### config.mk
export PLATFORM = sky130hd
export DESIGN_NAME = ram_offset_gen
export DESIGN_NICKNAME = d
export VERILOG_FILES = /design/src/rtl/ram_offset_gen.sv
export SDC_FILE = /design/constraint.sdc
export NUM_CORES = 1
export LEC_CHECK = 0
export BUFFER_PORTS_ARGS = -buffer_cell sky130_fd_sc_hd__clkbuf_2
export CORE_MARGIN = 5
export CORE_UTILIZATION = 55
export DETAILED_ROUTE_END_ITERATION = 10
export GPL_TIMING_DRIVEN = 0
export PLACE_DENSITY = 0.82
export SLEW_MARGIN = 20
export SYNTH_ARGS = -nofsm -noshare
export SYNTH_HDL_FRONTEND = slang
export SYNTH_SLANG_ARGS = --single-unit
### constraint.sdc
create_clock -name clk_i -period 6 [get_ports clk_i]
set_clock_uncertainty 0.1 [all_clocks]
set_input_delay 1.2 -clock clk_i [delete_from_list [all_inputs] [get_ports clk_i]]
set_output_delay 1.2 -clock clk_i [all_outputs]
set_load 0.02 [all_outputs]
### src/rtl/ram_offset_gen.sv
// Feature-index walker that streams top/side RAM offsets for one conv-layer job.
// Offsets are derived combinationally from the registered index, layer and bases.
module ram_offset_gen #(
  parameter int unsigned                    FIDX_W        = 9,
  parameter int unsigned                    LAYER_W       = 3,
  parameter int unsigned                    ADDR_W        = 13,
  parameter int unsigned                    NUM_LAYERS    = 6,
  parameter logic [4*NUM_LAYERS-1:0]        TOP_SHIFT_TBL = 24'h012344,
  parameter int unsigned                    SIDE_SHIFT    = 3
) (
  input  logic                clk_i,
  input  logic                rst_i,
  input  logic                start_i,
  input  logic [LAYER_W-1:0]  layer_i,
  input  logic [FIDX_W:0]     fcount_i,
  input  logic [ADDR_W-1:0]   base_top_i,
  input  logic [ADDR_W-1:0]   base_side_i,
  output logic                valid_o,
  input  logic                ready_i,
  output logic [ADDR_W-1:0]   top_offset_o,
  output logic [ADDR_W-1:0]   side_offset_o,
  output logic [FIDX_W-1:0]   feature_index_o,
  output logic                last_o,
  output logic                busy_o,
  output logic                err_o
);

  typedef enum logic [0:0] {IDLE, RUN} state_t;

  localparam int unsigned EXT_W = ADDR_W + FIDX_W;

  state_t              state_q, state_d;
  logic [LAYER_W-1:0]  layer_q, layer_d;
  logic [FIDX_W:0]     fcount_q, fcount_d;
  logic [ADDR_W-1:0]   btop_q, btop_d;
  logic [ADDR_W-1:0]   bside_q, bside_d;
  logic [FIDX_W-1:0]   idx_q, idx_d;
  logic                valid_q, valid_d;
  logic                err_q, err_d;

  logic                job_ok;
  logic                is_last;
  logic [3:0]          top_sh;
  logic [EXT_W-1:0]    idx_ext;
  logic [EXT_W-1:0]    top_prod;
  logic [EXT_W-1:0]    side_prod;

  assign job_ok  = (32'(layer_i) < NUM_LAYERS) && (fcount_i != '0);
  assign is_last = valid_q && ({1'b0, idx_q} == (fcount_q - (FIDX_W+1)'(1)));

  always_ff @(posedge clk_i) begin
    if (rst_i) begin
      state_q  <= IDLE;
      layer_q  <= '0;
      fcount_q <= '0;
      btop_q   <= '0;
      bside_q  <= '0;
      idx_q    <= '0;
      valid_q  <= 1'b0;
      err_q    <= 1'b0;
    end else begin
      state_q  <= state_d;
      layer_q  <= layer_d;
      fcount_q <= fcount_d;
      btop_q   <= btop_d;
      bside_q  <= bside_d;
      idx_q    <= idx_d;
      valid_q  <= valid_d;
      err_q    <= err_d;
    end
  end

  always_comb begin
    state_d  = state_q;
    layer_d  = layer_q;
    fcount_d = fcount_q;
    btop_d   = btop_q;
    bside_d  = bside_q;
    idx_d    = idx_q;
    valid_d  = valid_q;
    err_d    = 1'b0;
    unique case (state_q)
      IDLE: begin
        if (start_i) begin
          if (job_ok) begin
            layer_d  = layer_i;
            fcount_d = fcount_i;
            btop_d   = base_top_i;
            bside_d  = base_side_i;
            idx_d    = '0;
            valid_d  = 1'b1;
            state_d  = RUN;
          end else begin
            err_d = 1'b1;
          end
        end
      end
      RUN: begin
        if (ready_i) begin
          if (is_last) begin
            idx_d   = '0;
            valid_d = 1'b0;
            state_d = IDLE;
          end else begin
            idx_d = idx_q + FIDX_W'(1);
          end
        end
      end
      default: state_d = IDLE;
    endcase
  end

  // Layer is only ever latched below NUM_LAYERS, so unmatched layers never occur in RUN.
  always_comb begin
    top_sh = '0;
    for (int unsigned i = 0; i < NUM_LAYERS; i++) begin
      if (layer_q == LAYER_W'(i)) top_sh = TOP_SHIFT_TBL[4*i +: 4];
    end
  end

  assign idx_ext   = EXT_W'(idx_q);
  assign top_prod  = idx_ext << top_sh;
  assign side_prod = idx_ext << SIDE_SHIFT;

  assign top_offset_o    = btop_q + top_prod[ADDR_W-1:0];
  assign side_offset_o   = bside_q + side_prod[ADDR_W-1:0];
  assign feature_index_o = idx_q;
  assign last_o          = is_last;
  assign valid_o         = valid_q;
  assign busy_o          = (state_q == RUN);
  assign err_o           = err_q;

endmodule

==> impl_metrics.toml <==
[cts]
clkTransAtPathRegs_ns = 0.09
post_cts_resize_count = 0
clock-root-buffer = "clkbuf_8"
post_cts_buffers = 0
cts_buffers = 5
clkLatencyLatePin_ns = 0.31
cts_tree = "done"
cts_hold_buffers = 0
ctsHtreeMaxLevel = 2
clock-sinks = 51
cts_buffer_depth = 2

[floorplanning]
die_height_um = 89.1
row_count = 28
dieWidth_um = 89.1
die_area_mm2 = 0.00794
initial_utilization_pct = 57.5
coreArea_mm2 = 0.00599
io_pins = 82

[synthesis]
synth_area_mm2 = 0.00344
synth_seq_area_share_pct = 29.7
synth-edff-count = 0
synthCells = 458
synth_warnings = 0
synth_flop_cell = "dfxtp_1"
avgSynthCellArea_um2 = 7.52
ys_types = 49
synth_seq_cells = 51
async_reset_ff_share_pct = 0
synth_nets = 526

[cells_and_area]
nets = 614
antenna_cells = 0
final_cell_count_no_fill = 622
area_growth_pct = 17.9
final_area_mm2 = 0.00406
layout_common_cells = "nand2_1 (99), clkbuf_2 (81), a21oi_1 (61)"
final_common_cell = "nand2_1"
drive_gt1_share_pct = 19.4

[sta]
drv_slew = 0
timing.fmax_mhz = 184
grt_setup_unrepaired = "no"
maxSlewHeadroom_pct = 48.4
hold_ws_ns = 0.360
worstMarginPinSlew_ns = 0.770
tns_ns = 0
hold_viol = 0
fin_crit_sh_pct = 90.7
period_needed_ns = 5.44
setup_viol = 0

[routing]
met2_length_um = 4200
drt-initial-drc-count = 346
top_layer = "met4"
vias = 3533
drcViolationCount = 0
drt-vias-per-instance = 5.68
m1WireLength_um = 3850
wl_met3_um = 680
ant_nets = 0
wire_per_inst_um = 14.3
firstDrtPassIters = 5
totalWireLength_um = 8870

[grt]
grt_first_pass_wirelength_um = 14500
antenna_found_initial = 0
grt_overflow = 0
grt_pass1_vias = 3185
grt_max_degree = 16
grt_usage_pct = 23.0

[power_and_ir_drop]
irDropWorstVdd_mv = 0.148
power_mw = 0.798
pwr_density_cell_mw_per_mm2 = 197
leakagePower_nw = 1.82

[run_status]
status = "finished clean"

[placed_design]
hpwlAfterDp_um = 6830
dpl_cell_area_mm2 = 0.00394
portBuffers = 81
place_inst = 614
gp_congestion = 0.936

[hold_path]
hp-class = "flop to flop"
holdPathStages = 2
holdPathEnd = "bside_q[0]$_SDFFE_PP0P_"
hp-start = "bside_q[0]$_SDFFE_PP0P_"

[setup_path]
path_max_fanout = 10
worstReg2RegEnd = "feature_index_o[5]$_SDFFE_PP0P_"
reg2reg_slack_ns = 3.23
worstPathArrival_ns = 4.14
start_kind = "flop"
cp.required_ns = 4.70
cp-end-kind = "primary output"
critical_path_class = "flop to primary output"
r2r_start = "fcount_q[0]$_SDFFE_PP0P_"
r2r_cells = 10

[run]
drv_cap = 0
-- worst max-delay path by stage --
| stage | from | endpoint | slack, ns | cells past startpoint |
|---|---|---|---|---|
| 6_report | layer_q[2]$_SDFFE_PP0P_ | top_offset_o[11] | 0.56 | 14 |
| 3_5_place_dp | layer_q[2]$_SDFFE_PP0P_ | top_offset_o[11] | 0.94 | 14 |
| 4_1_cts | layer_q[2]$_SDFFE_PP0P_ | top_offset_o[11] | 0.57 | 14 |
| 5_1_grt | layer_q[2]$_SDFFE_PP0P_ | top_offset_o[12] | 0.21 | 14 |
| 2_1_floorplan | layer_q[2]$_SDFFE_PP0P_ | top_offset_o[11] | 1.44 | 13 |
| 3_3_place_gp | layer_q[2]$_SDFFE_PP0P_ | top_offset_o[11] | 1.03 | 14 |
-- registers in the layout, summed over array words and instances (netlist names) --
name             count
valid_o              1
layer_q              3
err_o                1
bside_q             13
busy_o               1
btop_q              13
feature_index_o      9
fcount_q            10
-- kinds of logic after synthesis --
group,share of synthesized area (%)
AOI/OAI and AO/OA,20.8
xor gates and xnor gates,8.62
adders and majority gates,9.52
buffers and inverters,6.98
DFF,29.7
muxes,3.85
and+or+nand+nor,20.5
-- cell usage after synthesis (10+ instances only) --
master	number	share of area, %
inv_1	22	2.4
nand2_1	99	11
ha_1	23	8.4
clkbuf_1	20	2.2
a21oi_1	61	8.9
mux2i_1	11	3.2
xnor2_1	26	6.6
nor2_1	21	2.3
o21ai_0	17	2.5
dfxtp_1	51	30
nand3_1	10	1.5
-- critical path, stage by stage, from the launching register on --
cell and delay, ns:
dfxtp_1 0.32, clkbuf_1 0.40, xnor2_1 0.14, nor2_1 0.61
mux2_2 0.44, mux2i_1 0.14, o21ai_0 0.10, ha_1 0.35
a211oi_1 0.25, o211ai_1 0.16, a41oi_1 0.33, o21bai_1 0.10
a21oi_1 0.19, xnor2_1 0.13, clkbuf_2 0.18
-- layer usage --
layer  vias to the layer above  track usage (%)
met3                        19             4.15
met4                         0             6.90
met5                         -                0
li1                       1757                -
met1                      1627             30.0
met2                       130             38.7
-- area by class of cell --
type | count | area, µm²
repair buffers | 81 | 405
well taps | 75 | 93.8
multi-input cells | 352 | 2180
fillers | 512 | 1930
flip-flops and latches | 51 | 1020
clock inverters | 2 | 35.0
plain buffers | 33 | 158
inverters | 22 | 82.6
clock buffers | 6 | 82.6
-- metrics by stage --
stage / util, % / setup slack [ns]
floorplan: - / 1.44
global placement: 65.8 / 1.03
detailed placement: 65.8 / 0.937
CTS: 67.8 / 0.571
global route: 67.8 / 0.208
finish: 67.8 / 0.561
-- report_power, final --
group / internal, mW / switching [mW]
registers: 0.356 / 0.0142
logic: 0.0697 / 0.107
clock network: 0.135 / 0.116
total: 0.560 / 0.237
(Power assumes the default switching activity.)
